### src/rtl/game_packet_rx.sv
// game_packet_rx
//   Receive-side framer for the player-to-player UART link. Pops bytes from
//   the uart RX FIFO, hunts for the sync byte, collects a 6-byte payload plus
//   check byte, and publishes player-2 state only when the frame verifies.
//
//   Frame: SYNC, B0..B5, CHK
//     B0 = x[11:4]           B1 = {x[3:0], y[11:8]}   B2 = y[7:0]
//     B3 = {hp, aggro}       B4 = {class, flip_h, game_start, 4'b0}
//     B5 = {1'b0, boss_hp}   reserved bits are ignored on receive
//
//   Build option: define GAME_RX_CRC8_EN to use CRC-8 (poly 0x07, init 0x00,
//   MSB-first over B0..B5) as the check byte; otherwise CHK = B0^B1^...^B5.
//   The TX packer must be built with the same setting.
//
// Ports
//   clk                 system clock
//   rst_n               synchronous reset, active-low
//   rx_empty            uart RX FIFO empty
//   r_data              uart RX FIFO head byte (valid while rx_empty=0)
//   rd_uart             FIFO pop, equal to !rx_empty
//   player_2_*          last verified remote player state
//   player2_game_start  remote game-start flag
//   boss_out_hp         remote boss HP
//   data_valid          1-cycle pulse when the outputs above were updated
//   link_alive          a good frame was seen within LINK_TIMEOUT_CYCLES
//   frame_err_cnt       saturating count of check failures and byte timeouts
//
// state      | meaning
// -----------+------------------------------------------------------------
// ST_HUNT    | discarding bytes until the sync byte arrives
// ST_PAYLOAD | collecting B0..B5 into the shadow fields, updating check acc
// ST_CHECK   | waiting for the check byte; verify then return to HUNT

module game_packet_rx #(
  parameter logic [7:0]  SYNC_BYTE           = 8'hA5,
  parameter int unsigned BYTE_TIMEOUT_CYCLES = 65_000,
  parameter int unsigned LINK_TIMEOUT_CYCLES = 6_500_000
) (
  input  logic        clk,
  input  logic        rst_n,
  input  logic        rx_empty,
  input  logic [7:0]  r_data,
  output logic        rd_uart,
  output logic [11:0] player_2_x,
  output logic [11:0] player_2_y,
  output logic [3:0]  player_2_hp,
  output logic [3:0]  player_2_aggro,
  output logic [1:0]  player_2_class,
  output logic        player_2_flip_h,
  output logic        player2_game_start,
  output logic [6:0]  boss_out_hp,
  output logic        data_valid,
  output logic        link_alive,
  output logic [7:0]  frame_err_cnt
);

  localparam int BT_W = $clog2(BYTE_TIMEOUT_CYCLES + 1);
  localparam int LT_W = $clog2(LINK_TIMEOUT_CYCLES + 1);

  localparam logic [BT_W-1:0] BT_MAX  = BT_W'(BYTE_TIMEOUT_CYCLES);
  localparam logic [BT_W-1:0] BT_LAST = BT_W'(BYTE_TIMEOUT_CYCLES - 1);
  localparam logic [LT_W-1:0] LT_MAX  = LT_W'(LINK_TIMEOUT_CYCLES);
  localparam logic [LT_W-1:0] LT_LAST = LT_W'(LINK_TIMEOUT_CYCLES - 1);

  typedef enum logic [1:0] {
    ST_HUNT    = 2'd0,
    ST_PAYLOAD = 2'd1,
    ST_CHECK   = 2'd2
  } state_t;

  state_t          state, state_next;
  logic [2:0]      idx, idx_next;
  logic [7:0]      acc, acc_next;
  logic            shadow_we;
  logic            frame_good;
  logic            err_inc;
  logic            pop;
  logic            byte_tmr_hit;
  logic [BT_W-1:0] byte_tmr;
  logic [LT_W-1:0] link_tmr;

  logic [11:0]     sh_x;
  logic [11:0]     sh_y;
  logic [3:0]      sh_hp;
  logic [3:0]      sh_aggro;
  logic [1:0]      sh_class;
  logic            sh_flip_h;
  logic            sh_game_start;
  logic [6:0]      sh_boss_hp;

  // The FIFO is never back-pressured: any byte at the head is taken.
  assign pop     = !rx_empty;
  assign rd_uart = !rx_empty;

  // Fires on the cycle whose idle tick would bring the timer to the limit;
  // a byte in that same cycle takes precedence.
  assign byte_tmr_hit = (byte_tmr == BT_LAST);

  function automatic logic [7:0] acc_update(input logic [7:0] acc_in,
                                            input logic [7:0] din);
`ifdef GAME_RX_CRC8_EN
    logic [7:0] c;
    c = acc_in ^ din;
    for (int i = 0; i < 8; i++) begin
      c = c[7] ? ((c << 1) ^ 8'h07) : (c << 1);
    end
    return c;
`else
    return acc_in ^ din;
`endif
  endfunction

  always_ff @(posedge clk) begin
    if (!rst_n) state <= ST_HUNT;
    else        state <= state_next;
  end

  always_comb begin
    state_next = state;
    idx_next   = idx;
    acc_next   = acc;
    shadow_we  = 1'b0;
    frame_good = 1'b0;
    err_inc    = 1'b0;
    case (state)
      ST_HUNT: begin
        if (pop && (r_data == SYNC_BYTE)) begin
          state_next = ST_PAYLOAD;
          idx_next   = 3'd0;
          acc_next   = 8'h00;
        end
      end
      ST_PAYLOAD: begin
        if (pop) begin
          // A sync-valued byte here is payload data, never a resync.
          shadow_we = 1'b1;
          acc_next  = acc_update(acc, r_data);
          if (idx == 3'd5) begin
            state_next = ST_CHECK;
          end else begin
            idx_next = idx + 3'd1;
          end
        end else if (byte_tmr_hit) begin
          state_next = ST_HUNT;
          err_inc    = 1'b1;
        end
      end
      ST_CHECK: begin
        if (pop) begin
          state_next = ST_HUNT;
          if (r_data == acc) frame_good = 1'b1;
          else               err_inc    = 1'b1;
        end else if (byte_tmr_hit) begin
          state_next = ST_HUNT;
          err_inc    = 1'b1;
        end
      end
      default: state_next = ST_HUNT;
    endcase
  end

  always_ff @(posedge clk) begin
    if (!rst_n) begin
      idx                <= 3'd0;
      acc                <= 8'h00;
      sh_x               <= 12'h000;
      sh_y               <= 12'h000;
      sh_hp              <= 4'h0;
      sh_aggro           <= 4'h0;
      sh_class           <= 2'b00;
      sh_flip_h          <= 1'b0;
      sh_game_start      <= 1'b0;
      sh_boss_hp         <= 7'h00;
      player_2_x         <= 12'h000;
      player_2_y         <= 12'h000;
      player_2_hp        <= 4'h0;
      player_2_aggro     <= 4'h0;
      player_2_class     <= 2'b00;
      player_2_flip_h    <= 1'b0;
      player2_game_start <= 1'b0;
      boss_out_hp        <= 7'h00;
      data_valid         <= 1'b0;
      link_alive         <= 1'b0;
      frame_err_cnt      <= 8'h00;
      byte_tmr           <= '0;
      link_tmr           <= '0;
    end else begin
      idx <= idx_next;
      acc <= acc_next;

      if (shadow_we) begin
        case (idx)
          3'd0: sh_x[11:4] <= r_data;
          3'd1: begin
            sh_x[3:0]  <= r_data[7:4];
            sh_y[11:8] <= r_data[3:0];
          end
          3'd2: sh_y[7:0] <= r_data;
          3'd3: begin
            sh_hp    <= r_data[7:4];
            sh_aggro <= r_data[3:0];
          end
          3'd4: begin
            sh_class      <= r_data[7:6];
            sh_flip_h     <= r_data[5];
            sh_game_start <= r_data[4];
          end
          3'd5: sh_boss_hp <= r_data[6:0];
          default: ;
        endcase
      end

      // Outputs move only on a verified frame; failed frames leave them held.
      data_valid <= frame_good;
      if (frame_good) begin
        player_2_x         <= sh_x;
        player_2_y         <= sh_y;
        player_2_hp        <= sh_hp;
        player_2_aggro     <= sh_aggro;
        player_2_class     <= sh_class;
        player_2_flip_h    <= sh_flip_h;
        player2_game_start <= sh_game_start;
        boss_out_hp        <= sh_boss_hp;
      end

      if (err_inc && (frame_err_cnt != 8'hFF)) begin
        frame_err_cnt <= frame_err_cnt + 8'd1;
      end

      if (pop) begin
        byte_tmr <= '0;
      end else if (byte_tmr != BT_MAX) begin
        byte_tmr <= byte_tmr + 1'b1;
      end

      if (frame_good) begin
        link_tmr   <= '0;
        link_alive <= 1'b1;
      end else if (link_tmr != LT_MAX) begin
        link_tmr <= link_tmr + 1'b1;
        if (link_tmr == LT_LAST) link_alive <= 1'b0;
      end
    end
  end

endmodule
### config.mk
export PLATFORM = sky130hd
export DESIGN_NAME = game_packet_rx
export DESIGN_NICKNAME = d
export VERILOG_FILES = /design/src/rtl/game_packet_rx.sv
export SDC_FILE = /design/constraint.sdc
export NUM_CORES = 1
export LEC_CHECK = 0
export ABC_AREA = 1
export CAP_MARGIN = 20
export CORE_MARGIN = 1
export CORE_UTILIZATION = 57
export DETAILED_ROUTE_END_ITERATION = 6
export GPL_TIMING_DRIVEN = 0
export PLACE_DENSITY = 0.88
export SKIP_LAST_GASP = 1
export SLEW_MARGIN = 5
export SYNTH_ARGS = -nofsm -noshare
export SYNTH_HDL_FRONTEND = slang
export SYNTH_SLANG_ARGS = --single-unit
export TNS_END_PERCENT = 5
### constraint.sdc
create_clock -name clk -period 2.4 [get_ports clk]
set_clock_uncertainty 0.2 [all_clocks]
set_input_delay 0.72 -clock clk [delete_from_list [all_inputs] [get_ports clk]]
set_output_delay 0.72 -clock clk [all_outputs]
set_load 0.005 [all_outputs]
# Word-level counts from Yosys, hierarchy flattened
# Cells that the tools add are included.
# word_totals
ff_bits	148
latch_bits	0
ram_bits	0
rom_bits	0
word_cells	96
memories	0
# classes
addsub	4
multipliers	0
div	0
n_lt_le_gt_ge	0
eq_ne	18
shift	0
mux	26
n_bitwise	2
n_reduce_logical	20
# ops
op	count
adder 23 x 1 -> 23 bit, second input constant	1
equality test 23 bit, second input constant	1
!= test 23 bit, second input constant	1
AND reduction 2 bit	9
adder 16 x 1 -> 16 bit, second input constant	1
equality test 16 bit, second input constant	1
two-way mux 8 bit	2
!= test 16 bit, second input constant	1
case mux 8 bit (2 select lines)	1
two-way mux 1 bit	12
two-way mux 2 bit	5
two-way mux 3 bit	3
adder 8 x 1 -> 8 bit, second input constant	1
equality test 8 bit	1
equality test 8 bit, second input constant	1
!= test 8 bit, second input constant	1
XOR 8 bit	1
equality test 3 x 2 -> 1 bit, second input constant	2
equality test 3 bit, second input constant	2
!= test 2 bit, second input constant	3
case mux 2 bit (3 select lines)	1
case mux 3 bit (2 select lines)	1
nonzero test 2 bit	3
AND reduction 4 bit	1
13 further kinds	14

# Logic depth before layout (Yosys ltp)
# depth
depth_word	6
ltp_mapped	13

# Worst setup path after synthesis
# Ideal clock, no wire load.
# synth_timing
kind	input to register
startpoint	input port rx_empty
endpoint	register idx[0]
setup_ps	117
arrival_ps	1708
required_ps	2083
slack_ps	375
path_stages	9
n_path_buf	1
path_cell_list	buf_2 nor3_1 nand3_1 o21ai_2 nand2_2 nor2_2 inv_1 a21oi_1 nor2_1
# synth_between
elab_chain_len	4
word_cells_on_any_way	5
classes_between	eq/ne: 2; reduce/logical: 3
# synth_lines
item	line_no	text
start: declaration	41	input logic rx_empty,
logical NOT 1 bit	92	assign pop = !rx_empty;
logical AND 1 bit	127	if (pop && (r_data == SYNC_BYTE)) begin
!= test 2 bit (no line)	n/a	
AND reduction 4 bit (no line) (*)	n/a	
end signal: assignment	188	idx <= idx_next;
end: declaration	72	logic [2:0] idx, idx_next;
# Mark *: on every way between the ends. The rest lies on a longest branch, timed or not.
# A chain may end at the register's enable or synchronous reset.

# Worst setup path in the final report
# layout_timing
startpoint	register frame_err_cnt[3]
endpoint	output port frame_err_cnt[3]
# layout_lines
item	line_no	text
start: declaration	54	output logic [7:0] frame_err_cnt
start signal: assignment	227	frame_err_cnt <= frame_err_cnt + 8'd1;
# No word-level cell between the ends.

==> run_results.csv <==
group,metric,value,unit
setup_path,crit_path_end_kind,"primary output",
die,pin_count,65,
cells_and_area,fin_nets,930,
grt,grt_pass1_wl,23800,um
cells_and_area,syn_to_final_growth,21.4,%
setup_path,endpoint,"frame_err_cnt[3]",
placed_design,numPortBuffers,63,
yosys,synthArstFlopShare,0,%
worst_hold_path,hp-class,"reg2reg",
cells_and_area,drive_gt1_share,11.7,%
route,postRouteAntennaNets,0,
setup_path,cp_cell_sequence,"clkdlybuf4s50_1",
grt,grt_max_degree,17,
yosys,ys_types,44,
timing,worst_slew_pin_slew,0.566,ns
setup_path,crit_required,1.48,ns
setup_path,crit_buf_inv,1,
clock_tree,cts_tree,"yes",
yosys,ys.flop_type,"dfxtp_1",
grt,antenna_found_initial,0,
route,drc_errors,0,
route,via_per_inst,5.36,
cells_and_area,final_cell_area,0.00773,mm^2
clock_tree,cts-root-buf,"clkbuf_8",
route,num_vias,5668,
yosys,syn_nets,848,
setup_path,cpPeakStageDelay,0.53,ns
yosys,synth_area_per_cell,7.74,um^2
setup_path,ff2ff_path_depth,9,
pwr,power.density,684,mW/mm^2
clock_tree,cts_sinks,148,
cells_and_area,final_common_cell,"dfxtp_1",
yosys,ys_seq_elements,148,
die,coreArea,0.0108,mm^2
setup_path,cp_slowest_cell,"clkdlybuf4s50_1",
clock_tree,clk_latency,0.54,ns
timing,max_freq,420,MHz
clock_tree,cts_buffer_depth,2,
yosys,ys_top_cells_by_area,"dfxtp_1 (47%), nand2_1 (7.3%), a21oi_1 (7.2%)",
route,drt-initial-drc-count,424,
placed_design,place_inst,1026,
die,start_util,58.7,%
grt,grt_overflow_total,0,
yosys,syn_area,0.00637,mm^2
run,drv_cap,0,
die,die_h,108,um
status,status,"completed",
setup_path,r2r_end,"sh_boss_hp[6]",
clock_tree,htreeDepth,4,
timing,slew_headroom,62.2,%
setup_path,cp_top_family,"buffers and inverters",
placed_design,placed_area,0.00717,mm^2
yosys,synth_top_area_share,46.5,%
die,rows,38,
yosys,yosysWarnings,0,
timing,rsz0062_at_grt,"yes",
grt,grt_use_total,26.4,%
die,dieArea,0.0116,mm^2
clock_tree,cts_made_buffers,17,
placed_design,gp_congestion,0.907,
setup_path,worstSetupStartpoint,"frame_err_cnt[3]",
route,drt_wl_total,14400,um
yosys,synth_edf_count,0,
timing,maxSlewViolCount,0,
timing,fin_crit_sh,99.2,%
cells_and_area,instances_no_fill,1058,
pwr,p_leak,2.95,nW
grt,grt_pass1_vias,5262,
pwr,ir_drop,0.000470,V
cells_and_area,final.fill_count,828,
timing,fin_crit,2.38,ns
yosys,synthCells,823,
clock_tree,hold_buffers,0,
setup_path,crit_fanout,5,
route,wire_per_inst,13.6,um
timing,setup_violations,0,
setup_path,cp.arrival,1.46,ns
cells_and_area,layout_common_cells,"dfxtp_1 (146), nand2_1 (124), inv_1 (95)",
clock_tree,post_cts_buffers,0,
die,die_w,108,um
yosys,synth_top_cell_by_area,"dfxtp_1",
setup_path,r2r-start,"state[0]",
setup_path,start_kind,"flop",
setup_path,cp.depth,1,
clock_tree,path_clk_slew,0.06,ns
setup_path,worst-setup-path-type,"reg2out",
cells_and_area,antennaDiodeCount,0,
placed_design,hpwl,9920,um
setup_path,r2r_setup_slack,0.17,ns
yosys,ys_seq_area_share,46.5,%
route,dr.pass1.iters,6,
timing,hold_viol,0,
cell families (layout without fill, tap and decap cells):
| kind of cell | count (synthesis) | count (layout) | share of synthesized area (%) |
|---|---|---|---|
| compound gates | 190 | 190 | 16.1 |
| xor+xnor | 9 | 9 | 1.24 |
| simple gates | 324 | 324 | 24.2 |
| buf+inv | 138 | 233 | 9.22 |
| flops | 148 | 148 | 46.5 |
| fa+ha+maj | 14 | 14 | 2.75 |
cell type report:
type                    count  area, um^2  share of cell area, %
well taps                 140         175                   2.27
clock inverters            11        91.3                   1.18
flip-flops and latches    148        2970                   38.4
inverters                 108         405                   5.24
repair buffers             63         636                   8.22
plain buffers              30         181                   2.35
multi-input cells         537        2820                   36.4
clock buffers              21         459                   5.94
sequential cells by signal (all words and copies together) (netlist names), 2 cells and up:
name,cells
link_tmr,23
player_2_x,12
sh_boss_hp,7
player_2_y,12
player_2_class,2
state,2
boss_out_hp,7
sh_class,2
sh_hp,4
frame_err_cnt,8
sh_aggro,4
player_2_hp,4
acc,8
byte_tmr,16
sh_y,12
sh_x,12
idx,3
player_2_aggro,4
repair_timing:
action | CTS | global route
hold endpoints to repair | 0 | 0
resized for setup | 1 | 4
setup endpoints to repair | 2 | 60
metrics by stage:
step	TNS (ns)	setup WS (ns)	hold slack (ns)	power [W]	util [%]
final	0	0.0198	0.248	0.00529	71.3
after global routing	-0.151	-0.0356	0.274	0.00545	71.3
after CTS	-0.0229	-0.0229	0.246	0.00530	71.2
after detailed placement	-42.09	-0.424	0.239	0.00289	66.2
after global placement	-37.86	-0.391	0.230	0.00287	66.2
after floorplan	0	0.375	0.214	0.00279	-
Yosys cell counts, drive strengths merged, types with 8 or more instances:
master and instances:
dfxtp 148, nand2 133, inv 108, o21ai 94, a21oi 91, nand3 76, nor2 68, buf 21
nor3 19, ha 14, nand4 10, clkbuf 9, xor2 8
how the worst min path moves through the flow:
stage	cells past startpoint	start	end
after floorplan	2	sh_boss_hp[1]	boss_out_hp[1]
after global placement	2	sh_boss_hp[2]	boss_out_hp[2]
after detailed placement	2	sh_flip_h	player_2_flip_h
after CTS	2	sh_boss_hp[4]	boss_out_hp[4]
after global routing	2	sh_y[9]	sh_y[9]
final	2	sh_aggro[3]	sh_aggro[3]
report_power, final:
group	switching (W)	internal [W]	leakage, nW	total [W]
clock	0.00107	0.00137	0.264	0.00244
sequential	0.0000261	0.00250	1.19	0.00252
combinational	0.000221	0.0000993	1.50	0.000321
per-layer routing:
layer,wire length [um],share of wire (%),GRT usage [%],vias to the layer above
met3,710,4.9,6.23,41
met1,6430,45,31.3,2603
li1,-,-,-,2867
met5,0,0,0,-
met4,464,3.2,15.5,0
met2,6760,47,43.6,157
Power figures use the tool's default switching activity.
